`src/rtl/hazard_scoreboard.sv`:
```
// Hazard unit for the 5-stage RV32 pipeline: M/W forwarding, load-use stall,
// branch flush, multi-cycle execute freeze and a saturating stall counter.
module hazard_scoreboard #(
  parameter int REG_W = 5,
  parameter int LAT_W = 6,
  parameter int CNT_W = 32
) (
  input  logic             i_clk,
  input  logic             i_rst,
  input  logic [REG_W-1:0] i_d_rs1,
  input  logic [REG_W-1:0] i_d_rs2,
  input  logic             i_d_use_rs1,
  input  logic             i_d_use_rs2,
  input  logic [REG_W-1:0] i_e_rs1,
  input  logic [REG_W-1:0] i_e_rs2,
  input  logic [REG_W-1:0] i_e_rd,
  input  logic             i_e_is_load,
  input  logic             i_e_mc_start,
  input  logic [LAT_W-1:0] i_e_mc_lat,
  input  logic             i_e_pc_src,
  input  logic [REG_W-1:0] i_m_rd,
  input  logic [REG_W-1:0] i_w_rd,
  input  logic             i_m_regwrite,
  input  logic             i_w_regwrite,
  input  logic             i_cnt_clr,
  output logic [1:0]       o_fwd_a,
  output logic [1:0]       o_fwd_b,
  output logic             o_f_stall,
  output logic             o_fd_stall,
  output logic             o_de_stall,
  output logic             o_fd_flush,
  output logic             o_de_flush,
  output logic             o_em_flush,
  output logic             o_mc_busy,
  output logic [CNT_W-1:0] o_stall_cnt
);

  typedef enum logic [1:0] {IDLE, BUSY, DONE} state_t;

  state_t           state;
  logic [LAT_W-1:0] rem;
  logic             mc_accept;
  logic             mc_raw;
  logic             lw_raw;
  logic             mc_stall;
  logic             lw_stall;
  logic             branch;

  // M result is younger than W, so it wins; x0 is hardwired and never forwards.
  function automatic logic [1:0] fwd_sel(input logic [REG_W-1:0] rs,
                                         input logic [REG_W-1:0] m_rd,
                                         input logic             m_we,
                                         input logic [REG_W-1:0] w_rd,
                                         input logic             w_we);
    logic [1:0] sel;
    sel = 2'b00;
    if (rs != '0 && m_we && m_rd == rs)      sel = 2'b10;
    else if (rs != '0 && w_we && w_rd == rs) sel = 2'b01;
    return sel;
  endfunction

  assign o_fwd_a = fwd_sel(i_e_rs1, i_m_rd, i_m_regwrite, i_w_rd, i_w_regwrite);
  assign o_fwd_b = fwd_sel(i_e_rs2, i_m_rd, i_m_regwrite, i_w_rd, i_w_regwrite);

  assign lw_raw = i_e_is_load && (i_e_rd != '0) &&
                  ((i_d_use_rs1 && i_d_rs1 == i_e_rd) ||
                   (i_d_use_rs2 && i_d_rs2 == i_e_rd));

  assign mc_accept = (state == IDLE) && i_e_mc_start && (i_e_mc_lat >= LAT_W'(2));

  // NOTE: every always_comb output gets a default first so no latch is inferred.
  always_comb begin
    mc_raw = 1'b0;
    case (state)
      IDLE:    mc_raw = mc_accept;
      BUSY:    mc_raw = 1'b1;
      default: mc_raw = 1'b0;
    endcase
  end

  // Everything is held quiet while reset is asserted, regardless of inputs.
  assign mc_stall = i_rst & mc_raw;
  assign lw_stall = i_rst & lw_raw;
  assign branch   = i_rst & i_e_pc_src;

  assign o_f_stall  = lw_stall | mc_stall;
  assign o_fd_stall = lw_stall | mc_stall;
  assign o_de_stall = mc_stall;
  assign o_em_flush = mc_stall;
  assign o_fd_flush = branch & ~mc_stall;
  assign o_de_flush = (lw_stall | branch) & ~mc_stall;
  assign o_mc_busy  = mc_stall;

  // The accepting IDLE cycle is the first stall, so BUSY covers lat-2 more.
  // NOTE: sequential state uses non-blocking assignments only.
  always_ff @(posedge i_clk or negedge i_rst) begin
    if (!i_rst) begin
      state <= IDLE;
      rem   <= '0;
    end else begin
      case (state)
        IDLE: begin
          if (mc_accept) begin
            if (i_e_mc_lat == LAT_W'(2)) begin
              state <= DONE;
            end else begin
              rem   <= i_e_mc_lat - LAT_W'(2);
              state <= BUSY;
            end
          end
        end
        BUSY: begin
          if (rem == LAT_W'(1)) state <= DONE;
          else                  rem   <= rem - LAT_W'(1);
        end
        DONE:    state <= IDLE;
        default: state <= IDLE;
      endcase
    end
  end

  always_ff @(posedge i_clk or negedge i_rst) begin
    if (!i_rst) begin
      o_stall_cnt <= '0;
    end else if (i_cnt_clr) begin
      o_stall_cnt <= '0;
    end else if (o_f_stall && o_stall_cnt != {CNT_W{1'b1}}) begin
      o_stall_cnt <= o_stall_cnt + CNT_W'(1);
    end
  end

endmodule
```
`config.mk`:
```
export PLATFORM = sky130hd
export DESIGN_NAME = hazard_scoreboard
export DESIGN_NICKNAME = d
export VERILOG_FILES = /design/src/rtl/hazard_scoreboard.sv
export SDC_FILE = /design/constraint.sdc
export NUM_CORES = 1
export LEC_CHECK = 0
export ABC_AREA = 1
export CORE_AREA = 10 10 96 98
export CTS_BUF_LIST = sky130_fd_sc_hd__clkbuf_8 sky130_fd_sc_hd__clkbuf_16
export DETAILED_ROUTE_END_ITERATION = 10
export DIE_AREA = 0 0 106 108
export GPL_TIMING_DRIVEN = 0
export PLACE_DENSITY = 0.84
export SYNTH_ARGS = -nofsm -noshare
export SYNTH_HDL_FRONTEND = slang
export SYNTH_SLANG_ARGS = --single-unit
```
`constraint.sdc`:
```
create_clock -name i_clk -period 2.3 [get_ports i_clk]
set_clock_uncertainty 0.1 [all_clocks]
set_input_delay 0.23 -clock i_clk [delete_from_list [all_inputs] [get_ports i_clk]]
set_output_delay 0.23 -clock i_clk [all_outputs]
set_load 0.01 [all_outputs]
```
==> results.yml, run 1 <==
placed_design:
  gpl.final_weighted_congestion: 0.970
  dpl_worst_slack_ns: -0.461
  port_buffers: 93
  place.detailed.hpwl_mm: 9.29
run_status:
  status: "finished clean"
grt:
  grt_usage_pct: 20.3
  grt_first_pass_wirelength_mm: 19.4
  globalRouteOverflowTotal: 0
  grt_start_max_net_pins: 25
  antenna_found_initial: 0
  grt_pass1_vias: 3981
cells_and_area:
  fin_nets: 751
  fillerInstances: 696
  layout_commonest_cell: "nand2_1"
  antenna-diode-count: 0
  share_of_layout_cells_above_drive_strength_1_pct: 6.60
  area_overhead_vs_synth_pct: 36.3
  layout.cells.most_common_list: "193 x nand2_1, 83 x inv_1, 80 x clkdlybuf4s50_1"
sta:
  worst_hold_slack_after_final_layout_ns: 0.433
  slew-limit-headroom_pct: 29.0
  final_cycle_share_pct: 96.4
  setup_violations: 0
  rsz_0062_raised_after_global_routing: "false"
  max_freq_mhz: 451
  final.min_clock_period_ns: 2.22
  worst_slack_ns: 0.0817
  timing_hold_violations_final: 0
  timing_max_transition_violations_final: 0
  worst_slew_pin_slew_ns: 1.06
yosys:
  main_combinational_cell_family_by_area_after_synthesis: "simple AND/OR/NAND/NOR gates"
  synth-adder-area-share_pct: 1.41
  synth_top_flop_cell: "dfrtp_1"
  synth_xor_area_share_pct: 7.14
  yosys_register_bits: 40
  cell_taking_the_most_area_after_synthesis: "dfrtp_1"
  synth_enable_flop_cells: 0
  postSynthNetCount: 645
  synth_cells: 590
  synth.distinct_cells: 29
  postSynthAreaPerCell_um2: 6.03
  synth.cell_area_um2: 3560
  synth_simple_gate_area_share_pct: 47.2
  synth_top_area_share_pct: 28.1
  async_reset_ff_share_pct: 100
  synth_compound_area_share_pct: 3.73
  ys.warnings.count: 0
  ys_seq_area_share_pct: 28.1
  ranking_of_synthesized_cells_by_area: "dfrtp_1 28%, nand2_1 21%, nand3_1 9.0%"
  synthMuxAreaShare_pct: 0
worst_hold_path:
  hold_path_startpoint: "rem[4]$_DFFE_PN0P_"
  whs_path_depth: 2
  min-delay-path-class: "reg -> reg"
  hold-path-endpoint: "rem[4]$_DFFE_PN0P_"
drt:
  drt_iter0_drc: 279
  dr.pass1.iters: 4
  drc: 0
  drt-wirelength-per-cell_um: 15.0
  dr_total_vias: 4207
  avgViaCountPerCell: 5.27
  finalWirelength_mm: 12.0
  antenna_violating_nets_post_route: 0
pwr:
  power_density_nw_per_um2: 544
  peakVddDrop_mv: 0.283
  combinationalPowerShare_pct: 44.9
  p_clk_share_pct: 22.4
  seq_power_share_pct: 32.7
  switching_power_uw: 1040
  power.leakage_uw: 0.00249
  p_int_uw: 1590
  power.switching_fraction_pct: 39.6
clocking:
  numClockSinks: 40
  max_clock_buf_depth: 2
  cts_made_buffers: 5
  ctsRootBufferMaster: "clkbuf_8"
  cts.reportedPaths.clkPinSlew_ns: 0.08
  clock_latency_ns: 0.30
  cts_tree: "yes"
  h_tree_levels: 2
setup_path:
  cp_cell_sequence: "clkdlybuf4s50_1 > nor3_1 > nand3_1 > o2111ai_1 > nor3_2 > clkdlybuf4s50_1"
  max_stage_delay_ns: 0.58
  path_max_fanout: 4
  endpoint_of_the_lowest_slack_register_to_register_path: "o_stall_cnt[16]$_DFFE_PN0P_"
  timing.critical_path.required_ns: 1.97
  critical_path_source_type: "input port"
  reg2reg_setup_slack_ns: 0.19
  critical_path.most_common_cell: "clkdlybuf4s50_1"
  cp.buffers_inverters: 2
  r2r.worst_path.cells: 8
  family_with_the_most_delay_on_the_worst_path: "buffers and inverters"
  crit_slowest_cell: "clkdlybuf4s50_1"
  crit_type: "in -> out"
  worst_r2r_start: "o_stall_cnt[0]$_DFFE_PN0P_"
  data_arrival_critical_path_ns: 1.89
  worstSetupEndpointType: "output port"
floorplan:
  die_y_um: 108
  dieArea_um2: 11400
  floorplan.initialDensity_pct: 47.7
  top_level_ports: 94
  core_area_um2: 7450
  placementRows: 32
  die_width_um: 106
flow_run:
  maxCapViolCount: 0
[cell type report]
type                    count  area (µm²)  share of cell area [%]
plain buffers              18         113                    2.32
well taps                 102         128                    2.63
inverters                  89         334                    6.89
repair buffers             99        1010                    20.8
clock inverters             3        42.5                   0.878
multi-input cells         443        2150                    44.4
flip-flops and latches     40        1000                    20.7
clock buffers               5        68.8                    1.42
[timing repair]
item	4_1_cts	5_1_grt
endpoints found under the hold margin	16	0
hold buffers	2	0
gates resized for setup	12	12
pin swaps	3	2
buffers inserted	2	1
endpoints found under the setup margin	8	8
[state kept, by name (all words and copies together) (netlist names)]
register	flops
rem	6
state	2
o_stall_cnt	32
[cells by family (layout without fill, tap and decap cells)]
kind of cell / after synthesis / in the layout
AO/OA/AOI/OAI: 24 / 24
XOR/XNOR: 29 / 29
adder cells (fa/ha/maj): 4 / 4
buffers and inverters: 107 / 214
flip-flops: 40 / 40
AND/OR/NAND/NOR: 386 / 386
[per-layer routing]
layer  vias up  wire length [µm]  global-route usage, %
met3        22               762                   4.64
met5         -                 0                      0
met4         0               254                   5.80
met2       166              5870                   35.9
met1      1940              5090                   24.3
li1       2079                 -                      -
[power by group through the flow]
stage	registers, µW	clock network [µW]	logic, µW
after detailed placement	868	0	1130
after floorplan	858	0	722
after global routing	870	627	1330
final	863	591	1180
after global placement	862	0	1090
after CTS	857	593	1160
[cell usage after synthesis (all sizes together) (7+ instances only)]
cell   instances
nand2        199
inv           89
nor2          76
nand3         64
dfrtp         40
nand4         36
xor2          18
buf           14
o21ai         12
xnor2         11
a21oi          7
nor3           7
[metrics by stage]
step	instances	utilization (%)	setup TNS, ns	power, µW	instance area [µm²]
floorplan	590	-	0	1580	3560
global route	799	65.1	0	2830	4850
CTS	798	64.5	0	2610	4810
global placement	785	62.0	-51.07	1950	4610
detailed placement	786	62.3	-1.39	2000	4640
finish	799	65.1	0	2640	4850
[how the worst max path moves through the flow]
stage / start / end / depth (start not counted)
floorplan: o_stall_cnt[0]$_DFFE_PN0P_ / o_stall_cnt[13]$_DFFE_PN0P_ / 11
global placement: i_rst / o_fd_stall / 6
detailed placement: i_e_rd[3] / o_fd_stall / 12
CTS: i_e_rs2[0] / o_fwd_b[0] / 6
global route: i_e_rd[4] / o_fd_stall / 12
finish: i_e_rs2[3] / o_fwd_b[1] / 6
[worst min-delay path: stages (launching register included)]
cell,delay [ns]
dfrtp_1,0.38
nand2_1,0.06
o21ai_0,0.07
Power figures use the tool's default switching activity.
==> run 2, diff against run 1 <==
DONT_BUFFER_PORTS = 1   (was not set)
PLACE_DENSITY = 0.68   (was 0.84)
SLEW_MARGIN = 20   (was not set)
==> run 2 against run 1 <==
  * Count of clock-buffer cells in the layout rose by 1
  * Setup slack gained 0.088 ns
  * Worst hold slack lost 0.35 ns
  * Die area did not move
  * Global-route usage shrank 2.7 points
  * Largest cell class unchanged
  * Clock power shrank 19%
  * Utilization shrank 14 points
  * Critical path depth grew 1
  * Flip-flop and latch count is the same
==> results.yml, run 2 (synthesis gave the netlist of run 1 again) <==
setup_path:
  max_stage_delay_ns: 0.42
  data_arrival_critical_path_ns: 1.80
  critical_path_source_type: "flop"
  crit_type: "reg -> out"
  timing.critical_path.required_ns: 1.97
  worstSetupEndpointType: "output port"
  cp.buffers_inverters: 3
  crit_slowest_cell: "dfrtp_1"
  family_with_the_most_delay_on_the_worst_path: "simple AND/OR/NAND/NOR gates"
  cp_cell_sequence: "nor2_4 > inv_1 > nand2_1 > nand2_1 > nand2_4 > buf_4 > buf_4"
  path_max_fanout: 11
sta:
  worst_slack_ns: 0.170
  max_freq_mhz: 469
  timing_hold_violations_final: 0
  slew-limit-headroom_pct: 51.6
  worst_slew_pin_slew_ns: 0.719
  setup_violations: 0
  setup-tns-final_ns: 0
  timing_max_transition_violations_final: 0
  rsz_0062_raised_after_global_routing: "false"
  final_cycle_share_pct: 92.6
  final.min_clock_period_ns: 2.13
cells_and_area:
  max_flop_register: "o_stall_cnt"
  fillerInstances: 791
  area_overhead_vs_synth_pct: 7.57
  design_area_um2: 3820
  layout.cells.most_common_list: "195 x nand2_1, 87 x inv_1, 72 x nor2_1"
  share_of_layout_cells_above_drive_strength_1_pct: 5.33
  largest_register_ff_count: 32
  layout_commonest_cell: "nand2_1"
  antenna-diode-count: 0
  fin_nets: 654
  reg.largest.list: "o_stall_cnt (32), rem (6), state (2)"
  fin_util_pct: 51.4
grt:
  grt_start_max_net_pins: 41
  globalRouteOverflowTotal: 0
  grt_usage_pct: 17.7
  grt_first_pass_wirelength_mm: 16.7
  grt_pass1_vias: 3363
  antenna_found_initial: 0
drt:
  dr.pass1.iters: 5
  drt_iter0_drc: 182
  drt-wirelength-per-cell_um: 14.8
  drc: 0
  antenna_violating_nets_post_route: 0
  avgViaCountPerCell: 5.25
  dr_total_vias: 3684
  finalWirelength_mm: 10.4
clocking:
  numClockSinks: 40
  cts.reportedPaths.clkPinSlew_ns: 0.07
  h_tree_levels: 2
  ctsRootBufferMaster: "clkbuf_8"
  cts_made_buffers: 5
  cts_tree: "yes"
  max_clock_buf_depth: 2
  clock_latency_ns: 0.30
floorplan:
  placementRows: 32
  floorplan.initialDensity_pct: 47.7
  core_area_um2: 7450
  dieArea_um2: 11400
  top_level_ports: 94
  die_width_um: 106
  die_y_um: 108
pwr:
  power.leakage_uw: 0.00200
  power_density_nw_per_um2: 596
  peakVddDrop_mv: 0.279
flow_run:
  maxCapViolCount: 0
placed_design:
  placement.cell_area_um2: 3680
  dpl_worst_slack_ns: 0.123
  place.detailed.hpwl_mm: 8.39
  gpl.final_weighted_congestion: 0.947
  port_buffers: 0
run_status:
  status: "finished clean"
worst_hold_path:
  min-delay-path-class: "in -> reg"
-- run 2: per-stage QoR --
stage	instances	power, µW	hold slack, ns
4_1_cts	702	2280	0.0838
3_5_place_dp	692	1780	-0.164
5_1_grt	702	2470	0.112
2_1_floorplan	590	1580	-0.166
3_3_place_gp	692	1760	-0.164
6_report	702	2280	0.0791
-- run 2: timing repair --
item                                    CTS  global route
hold endpoints to repair                 40             0
buffers inserted                          0             0
endpoints found under the setup margin    0            32
hold buffers                              2             0
gates resized for setup                   0             6
-- run 2: metal layers --
metal	GRT usage, %	share of wire, %
met1	20.7	41
met2	30.4	49
met3	6.19	8.4
met4	4.06	1.4
met5	0	0
-- run 2: layout make-up --
type	count	area, µm²	share of cell area, %
multi-input combinational	443	2130	55.7
sequential	40	1000	26.2
inverter	89	334	8.73
tap	102	128	3.34
buffer	18	109	2.85
clock buffer	6	82.6	2.16
timing repair buffer	2	30.0	0.785
clock inverter	2	7.51	0.196
-- run 2: final timing paths --
path                       depth (start not counted)                     endpoint                  startpoint  slack, ns
hold / removal                                     4           rem[0]$_DFFE_PN0P_               i_e_mc_lat[0]       0.08
max in group asynchronous                          2   o_stall_cnt[0]$_DFFE_PN0P_                       i_rst       1.60
setup / recovery                                   7                   o_fd_stall        state[1]$_DFFE_PN0P_       0.17
min in group asynchronous                          2  o_stall_cnt[28]$_DFFE_PN0P_                       i_rst       0.30
setup reg to reg                                  11  o_stall_cnt[13]$_DFFE_PN0P_  o_stall_cnt[1]$_DFFE_PN0P_       0.28
hold reg to reg                                    2           rem[4]$_DFFE_PN0P_          rem[4]$_DFFE_PN0P_       0.42
-- run 2: power by group --
part / leakage, µW / internal (µW) / total [µW] / switching, µW
clock: 0.0000538 / 236 / 480 / 244
combinational: 0.00140 / 322 / 938 / 616
sequential: 0.000545 / 788 / 863 / 74.3
total: 0.00200 / 1350 / 2280 / 935
-- run 2: worst min-delay path, delay by kind of cell --
family,cells,cell delay (ns)
compound gates,2,0.12
simple gates,2,0.08
